==> config.mk <==
export PLATFORM = sky130hd
export DESIGN_NAME = imm_gen_pipe_flat
export DESIGN_NICKNAME = d
export VERILOG_FILES = /design/src/rtl/imm_gen_if.sv /design/src/rtl/imm_gen_pipe.sv /design/src/flat_wrapper.sv
export SDC_FILE = /design/constraint.sdc
export NUM_CORES = 1
export LEC_CHECK = 0
export ABC_AREA = 1
export BUFFER_PORTS_ARGS = -buffer_cell sky130_fd_sc_hd__buf_2
export CAP_MARGIN = 20
export CORE_MARGIN = 2
export CORE_UTILIZATION = 55
export CTS_CLUSTER_DIAMETER = 80
export DETAILED_ROUTE_END_ITERATION = 10
export GPL_TIMING_DRIVEN = 0
export PLACE_DENSITY = 0.88
export SLEW_MARGIN = 10
export SYNTH_ARGS = -nofsm -noshare
export SYNTH_HDL_FRONTEND = slang
export SYNTH_SLANG_ARGS = --single-unit
==> constraint.sdc <==
create_clock -name clk -period 2.05 [get_ports clk]
set_input_delay 0.1025 -clock clk [delete_from_list [all_inputs] [get_ports clk]]
set_output_delay 0.1025 -clock clk [all_outputs]
set_load 0.005 [all_outputs]
==> src/rtl/imm_gen_if.sv <==
// ---------------------------------------------------------------------------
// imm_gen_if
//   Bundle between the decode front end and the immediate generator.
//   Parameter XLEN sets the width of the immediate result.
//
//   master modport (instruction source / hazard unit side):
//     inst_in    out 32    instruction word
//     in_valid   out 1     inst_in holds a real instruction
//     stall      out 1     hold every stage
//     flush      out 1     kill every in-flight entry
//     imm_out    in  XLEN  sign-extended immediate
//     imm_fmt    in  3     decoded format code
//     out_valid  in  1     imm_out / imm_fmt are meaningful
//     illegal_op in  1     valid entry with an unsupported opcode
//   slave modport: same signals, opposite directions (immediate generator side).
// ---------------------------------------------------------------------------
interface imm_gen_if #(
  parameter int XLEN = 32
) ();
  logic [31:0]     inst_in;
  logic            in_valid;
  logic            stall;
  logic            flush;
  logic [XLEN-1:0] imm_out;
  logic [2:0]      imm_fmt;
  logic            out_valid;
  logic            illegal_op;

  modport master (
    output inst_in, in_valid, stall, flush,
    input  imm_out, imm_fmt, out_valid, illegal_op
  );

  modport slave (
    input  inst_in, in_valid, stall, flush,
    output imm_out, imm_fmt, out_valid, illegal_op
  );
endinterface

==> src/rtl/imm_gen_pipe.sv <==
// ---------------------------------------------------------------------------
// imm_gen_pipe
//   Registered immediate generator for the RV32I/RV64I ID stage. Decodes the
//   I, S, B, U and J immediates from an instruction word, sign-extends them
//   to XLEN and carries {valid, imm, fmt} through a STAGES-deep pipeline
//   that obeys stall and flush (flush has priority over stall).
//
//   Parameters:
//     XLEN   32 | 64  immediate width (sign extension always from inst[31])
//     STAGES 1  | 2   register stages between inst_in and imm_out
//
//   Ports:
//     clk    in   rising-edge clock
//     reset  in   asynchronous, active-high reset (clears every stage)
//     bus    slave modport of imm_gen_if:
//              inst_in, in_valid, stall, flush    -> inputs
//              imm_out, imm_fmt, out_valid, illegal_op -> outputs
//
//   imm_fmt codes: 0 NONE (R-type), 1 I, 2 S, 3 B, 4 U, 5 J, 6 Z, 7 ILLEGAL
//
//   Optional feature macro: IMM_GEN_ZICSR_EN
//     defined     : SYSTEM with funct3 in {101,110,111} yields fmt Z and the
//                   zero-extended 5-bit zimm from inst[19:15]; other SYSTEM
//                   funct3 values decode as fmt I.
//     not defined : every SYSTEM opcode decodes as fmt I; fmt Z never appears.
// ---------------------------------------------------------------------------
module imm_gen_pipe #(
  parameter int XLEN   = 32,
  parameter int STAGES = 1
) (
  input  logic     clk,
  input  logic     reset,
  imm_gen_if.slave bus
);

  localparam logic [6:0] OP_LOAD   = 7'b0000011;
  localparam logic [6:0] OP_IMM    = 7'b0010011;
  localparam logic [6:0] OP_AUIPC  = 7'b0010111;
  localparam logic [6:0] OP_STORE  = 7'b0100011;
  localparam logic [6:0] OP_REG    = 7'b0110011;
  localparam logic [6:0] OP_LUI    = 7'b0110111;
  localparam logic [6:0] OP_BRANCH = 7'b1100011;
  localparam logic [6:0] OP_JALR   = 7'b1100111;
  localparam logic [6:0] OP_JAL    = 7'b1101111;
  localparam logic [6:0] OP_SYSTEM = 7'b1110011;

  localparam logic [2:0] FMT_NONE    = 3'd0;
  localparam logic [2:0] FMT_I       = 3'd1;
  localparam logic [2:0] FMT_S       = 3'd2;
  localparam logic [2:0] FMT_B       = 3'd3;
  localparam logic [2:0] FMT_U       = 3'd4;
  localparam logic [2:0] FMT_J       = 3'd5;
  localparam logic [2:0] FMT_Z       = 3'd6;
  localparam logic [2:0] FMT_ILLEGAL = 3'd7;

  // Widen an already sign-extended 32-bit immediate to XLEN.
  function automatic logic signed [XLEN-1:0] sext32(input logic signed [31:0] v);
    return XLEN'(v);
  endfunction

  // Zero-extend the 5-bit CSR zimm field to XLEN.
  function automatic logic signed [XLEN-1:0] zext5(input logic [4:0] v);
    return XLEN'(v);
  endfunction

  logic [31:0]            inst;
  logic [6:0]             opcode;
  logic signed [XLEN-1:0] dec_imm;
  logic [2:0]             dec_fmt;

  assign inst   = bus.inst_in;
  assign opcode = inst[6:0];

  // Combinational decode ahead of stage 0.
  always_comb begin
    dec_imm = '0;
    dec_fmt = FMT_ILLEGAL;
    case (opcode)
      OP_LOAD, OP_IMM, OP_JALR: begin
        dec_imm = sext32({{20{inst[31]}}, inst[31:20]});
        dec_fmt = FMT_I;
      end
      OP_STORE: begin
        dec_imm = sext32({{20{inst[31]}}, inst[31:25], inst[11:7]});
        dec_fmt = FMT_S;
      end
      OP_BRANCH: begin
        dec_imm = sext32({{19{inst[31]}}, inst[31], inst[7], inst[30:25],
                          inst[11:8], 1'b0});
        dec_fmt = FMT_B;
      end
      OP_LUI, OP_AUIPC: begin
        dec_imm = sext32({inst[31:12], 12'b0});
        dec_fmt = FMT_U;
      end
      OP_JAL: begin
        dec_imm = sext32({{11{inst[31]}}, inst[31], inst[19:12], inst[20],
                          inst[30:21], 1'b0});
        dec_fmt = FMT_J;
      end
      OP_REG: begin
        dec_imm = '0;
        dec_fmt = FMT_NONE;
      end
      OP_SYSTEM: begin
`ifdef IMM_GEN_ZICSR_EN
        // funct3 101/110/111 are the immediate CSR forms (CSRRWI/SI/CI).
        if (inst[14] && (inst[13:12] != 2'b00)) begin
          dec_imm = zext5(inst[19:15]);
          dec_fmt = FMT_Z;
        end else begin
          dec_imm = sext32({{20{inst[31]}}, inst[31:20]});
          dec_fmt = FMT_I;
        end
`else
        dec_imm = sext32({{20{inst[31]}}, inst[31:20]});
        dec_fmt = FMT_I;
`endif
      end
      default: begin
        dec_imm = '0;
        dec_fmt = FMT_ILLEGAL;
      end
    endcase
  end

  // ---- stage 0 boundary ----
  logic                   vld_p0;
  logic signed [XLEN-1:0] imm_p0;
  logic [2:0]             fmt_p0;

  always_ff @(posedge clk or posedge reset) begin
    if (reset) begin
      vld_p0 <= 1'b0;
      imm_p0 <= '0;
      fmt_p0 <= FMT_NONE;
    end else if (bus.flush) begin
      vld_p0 <= 1'b0;
    end else if (!bus.stall) begin
      vld_p0 <= bus.in_valid;
      imm_p0 <= dec_imm;
      fmt_p0 <= dec_fmt;
    end
  end

  logic                   vld_last;
  logic signed [XLEN-1:0] imm_last;
  logic [2:0]             fmt_last;

  generate
    if (STAGES >= 2) begin : g_two_stage
      // ---- stage 1 boundary ----
      logic                   vld_p1;
      logic signed [XLEN-1:0] imm_p1;
      logic [2:0]             fmt_p1;

      always_ff @(posedge clk or posedge reset) begin
        if (reset) begin
          vld_p1 <= 1'b0;
          imm_p1 <= '0;
          fmt_p1 <= FMT_NONE;
        end else if (bus.flush) begin
          vld_p1 <= 1'b0;
        end else if (!bus.stall) begin
          vld_p1 <= vld_p0;
          imm_p1 <= imm_p0;
          fmt_p1 <= fmt_p0;
        end
      end

      assign vld_last = vld_p1;
      assign imm_last = imm_p1;
      assign fmt_last = fmt_p1;
    end else begin : g_one_stage
      assign vld_last = vld_p0;
      assign imm_last = imm_p0;
      assign fmt_last = fmt_p0;
    end
  endgenerate

  // ---- output boundary ----
  // Outputs are masked by valid so a bubble never shows stale data.
  assign bus.out_valid  = vld_last;
  assign bus.imm_out    = vld_last ? imm_last : '0;
  assign bus.imm_fmt    = vld_last ? fmt_last : FMT_NONE;
  assign bus.illegal_op = vld_last && (fmt_last == FMT_ILLEGAL);

endmodule

==> src/flat_wrapper.sv <==
// flat-port wrapper written by rule: the top's interface ports become plain ports
module imm_gen_pipe_flat 
#(
  parameter int XLEN   = 32,
  parameter int STAGES = 1
)
  (clk, reset, bus_inst_in, bus_in_valid, bus_stall, bus_flush, bus_imm_out, bus_imm_fmt, bus_out_valid, bus_illegal_op);
  imm_gen_if #(.XLEN(XLEN)) bus_i ();
  input  logic clk;
  input  logic reset;
  input wire logic [$bits(bus_i.inst_in)-1:0] bus_inst_in;
  input wire logic [$bits(bus_i.in_valid)-1:0] bus_in_valid;
  input wire logic [$bits(bus_i.stall)-1:0] bus_stall;
  input wire logic [$bits(bus_i.flush)-1:0] bus_flush;
  output wire logic [$bits(bus_i.imm_out)-1:0] bus_imm_out;
  output wire logic [$bits(bus_i.imm_fmt)-1:0] bus_imm_fmt;
  output wire logic [$bits(bus_i.out_valid)-1:0] bus_out_valid;
  output wire logic [$bits(bus_i.illegal_op)-1:0] bus_illegal_op;
  assign bus_i.inst_in = bus_inst_in;
  assign bus_i.in_valid = bus_in_valid;
  assign bus_i.stall = bus_stall;
  assign bus_i.flush = bus_flush;
  assign bus_imm_out = bus_i.imm_out;
  assign bus_imm_fmt = bus_i.imm_fmt;
  assign bus_out_valid = bus_i.out_valid;
  assign bus_illegal_op = bus_i.illegal_op;
  imm_gen_pipe #(.XLEN(XLEN), .STAGES(STAGES)) u_core (.clk(clk), .reset(reset), .bus(bus_i));
endmodule
==> impl_metrics.csv <==
group,metric,value,unit
sta,skew,0,ns
run,maxCapViolCount,0,
power,leakagePower,2.09,nW
synth,synth-edff-count,0,
floorplan,ios,74,
route,drt_iter0_drc,212,
floorplan,core,4000,um^2
setup_path,path_max_fanout,10,
sta,worstMarginPinSlew,0.747,ns
place,dp_worst_setup_slack,0.445,ns
synth,syn_nets,381,
sta,setup_ws,0.240,ns
route,via_per_inst,4.93,
sta,period_minus_slack,1.81,ns
finish,seqCellArea,901,um^2
sta,slew_violations,0,
clock_network,clock_sinks,36,
sta,timing.slew.headroom,50.1,%
sta,setup_tns,0,ns
clock_network,clockBufferDepth,2,
synth,synth_xor_area_share,0,%
clock_network,cts_tree,"done",
power,peakVddDrop,0.299,mV
sta,hold_violations,0,
finish,fill_cells,356,
place,gp_congestion,0.877,
synth,synthCells,344,
sta,period_share,88.3,%
clock_network,cts_buffers,5,
floorplan,start_util,57.5,%
route,drc,0,
setup_path,critPathRequiredTime,1.95,ns
worst_hold_path,hp-class,"in -> reg",
finish,antenna_cells,0,
place,dp_hpwl,4240,um
setup_path,start_kind,"flop",
synth,yosys.area.top_type_share,39.2,%
floorplan,num_rows,23,
finish,final_nets,463,
synth,ys_top_cells_by_count,"nand2_1, inv_1, dfrtp_1, nand3_1, nor2_1",
setup_path,arrival,1.71,ns
outcome,status,"complete, no violations",
floorplan,die_height,68.7,um
clock_network,clkTransAtPathRegs,0.06,ns
route,firstDrtPassIters,4,
setup_path,end_kind,"output pin",
clock_network,post_cts_buffers,0,
route,wl_per_cell,11.7,um
grt,grt_pass1_wl,8660,um
synth,synth_top_family_by_area,"simple AND/OR/NAND/NOR gates",
synth,synth-compound-area-share,1.31,%
finish,fin_util,71.0,%
grt,grt_usage,24.9,%
synth,synth_cell_types,22,
floorplan,dieArea,4720,um^2
clock_network,h-tree-depth,2,
synth,synthTopCellsByArea,"dfrtp_1, nand2_1, inv_1",
power,power.density,521,nW/um^2
synth,synthSimpleGateAreaFrac,47.0,%
synth,yosys.cell_count.top_type,"nand2_1",
grt,antenna_found_initial,0,
synth,synth-seq-area-share,39.2,%
sta,fmax,0.552,GHz
synth,ys.flop_type,"dfrtp_1",
synth,yosysWarningCount,0,
clock_network,cts_root_buffer,"clkbuf_8",
grt,grt_pass1_vias,1991,
route,wl,5570,um
synth,synth_largest_area_cell,"dfrtp_1",
synth,muxShareOfSynthArea,0.435,%
grt,grt_overflow_total,0,
clock_network,clock_latency,0.28,ns
place,port-buffer-count,73,
route,postRouteAntennaNets,0,
sta,rsz0062_at_grt,"false",
synth,synthArstFlopShare,100,%
floorplan,die_w,68.7,um
finish,multi_input_area,1120,um^2
grt,grt_max_degree,37,
synth,synth.avg_cell_area,6.69,um^2
synth,synth_seq_cells,36,
synth,synth_fa_ha_area_share,0,%
finish,drive_gt1_share,26.5,%
setup_path,worstSetupPathType,"reg -> out",
finish,syn_to_final_growth,23.4,%
route,routed-via-count,2351,
sta,finalSetupViolCount,0,
synth,netlist_area,2300,um^2
[placed cells by master, fill, tap and decap left out, types with 6 or more instances in the layout]
master / count
dfrtp_1: 36
clkbuf_8: 6
nand2_1: 175
nand3_1: 25
buf_2: 73
nand3_2: 11
clkbuf_1: 10
nor2_1: 17
inv_2: 6
inv_1: 41
[flip-flops by register name, summed over array words and instances (netlist names)]
signal                flops
u_core.imm_last          32
u_core.fmt_last           3
u_core.bus.out_valid      1
[final cells by class]
type	instances	area share, %
tap	50	2.20
clock buffer	8	3.17
multi-input combinational	247	39.5
buffer	14	3.61
sequential	36	31.7
inverter	47	6.21
timing repair buffer	75	13.6
[metrics by stage]
| step | cell area, um^2 | hold WS [ns] | power [W] | cells |
|---|---|---|---|---|
| 6_report | 2840 | 0.0674 | 0.00148 | 477 |
| 5_1_grt | 2840 | 0.0722 | 0.00155 | 477 |
| 4_1_cts | 2840 | 0.0650 | 0.00149 | 477 |
| 3_5_place_dp | 2730 | 0.275 | 0.000978 | 467 |
| 3_3_place_gp | 2730 | 0.284 | 0.000970 | 467 |
| 2_1_floorplan | 2300 | 0.169 | 0.000886 | 344 |
[critical path, cell delays in order (launching register included)]
cell and delay [ns]:
dfrtp_1 0.33, clkbuf_1 0.39, clkbuf_1 0.41, nand2_1 0.11
inv_1 0.07, buf_2 0.10
[where the power goes]
| group | leakage [nW] | internal, W | switching, W |
|---|---|---|---|
| Sequential | 0.486 | 0.000739 | 0.0000165 |
| Clock | 0.0455 | 0.000274 | 0.000238 |
| Combinational | 1.56 | 0.0000779 | 0.000135 |
| Total | 2.09 | 0.00109 | 0.000390 |
[cell families after synthesis]
kind of cell,after synthesis
flip-flops,36
AO/OA/AOI/OAI,6
AND/OR/NAND/NOR,240
multiplexers,1
buffers and inverters,61
[per-layer routing]
layer	GRT usage, %	wire length [um]
met1	32.1	2410
met2	42.4	2780
met3	5.36	319
met4	6.50	62
met5	0	0
[worst paths after layout]
| check | start | end | slack (ns) | cells past startpoint |
|---|---|---|---|---|
| worst max-delay path | u_core.bus.out_valid$_DFFE_PP0P_ | bus_imm_out[22] | 0.24 | 5 |
| worst min-delay path | bus_inst_in[28] | u_core.imm_last[8]$_DFFE_PP0P_ | 0.07 | 3 |
| worst max register to register | u_core.bus.out_valid$_DFFE_PP0P_ | u_core.bus.out_valid$_DFFE_PP0P_ | 1.00 | 3 |
| worst min register to register | u_core.imm_last[16]$_DFFE_PP0P_ | u_core.imm_last[16]$_DFFE_PP0P_ | 0.48 | 2 |
| max in group asynchronous | reset | u_core.imm_last[5]$_DFFE_PP0P_ | 1.08 | 3 |
| min in group asynchronous | reset | u_core.imm_last[24]$_DFFE_PP0P_ | 0.49 | 3 |
[what timing repair did]
action,4_1_cts,5_1_grt
hold endpoints to repair,37,0
setup endpoints to repair,0,1
hold buffers,2,0
gates resized for setup,0,1
Power figures use the tool's default switching activity.
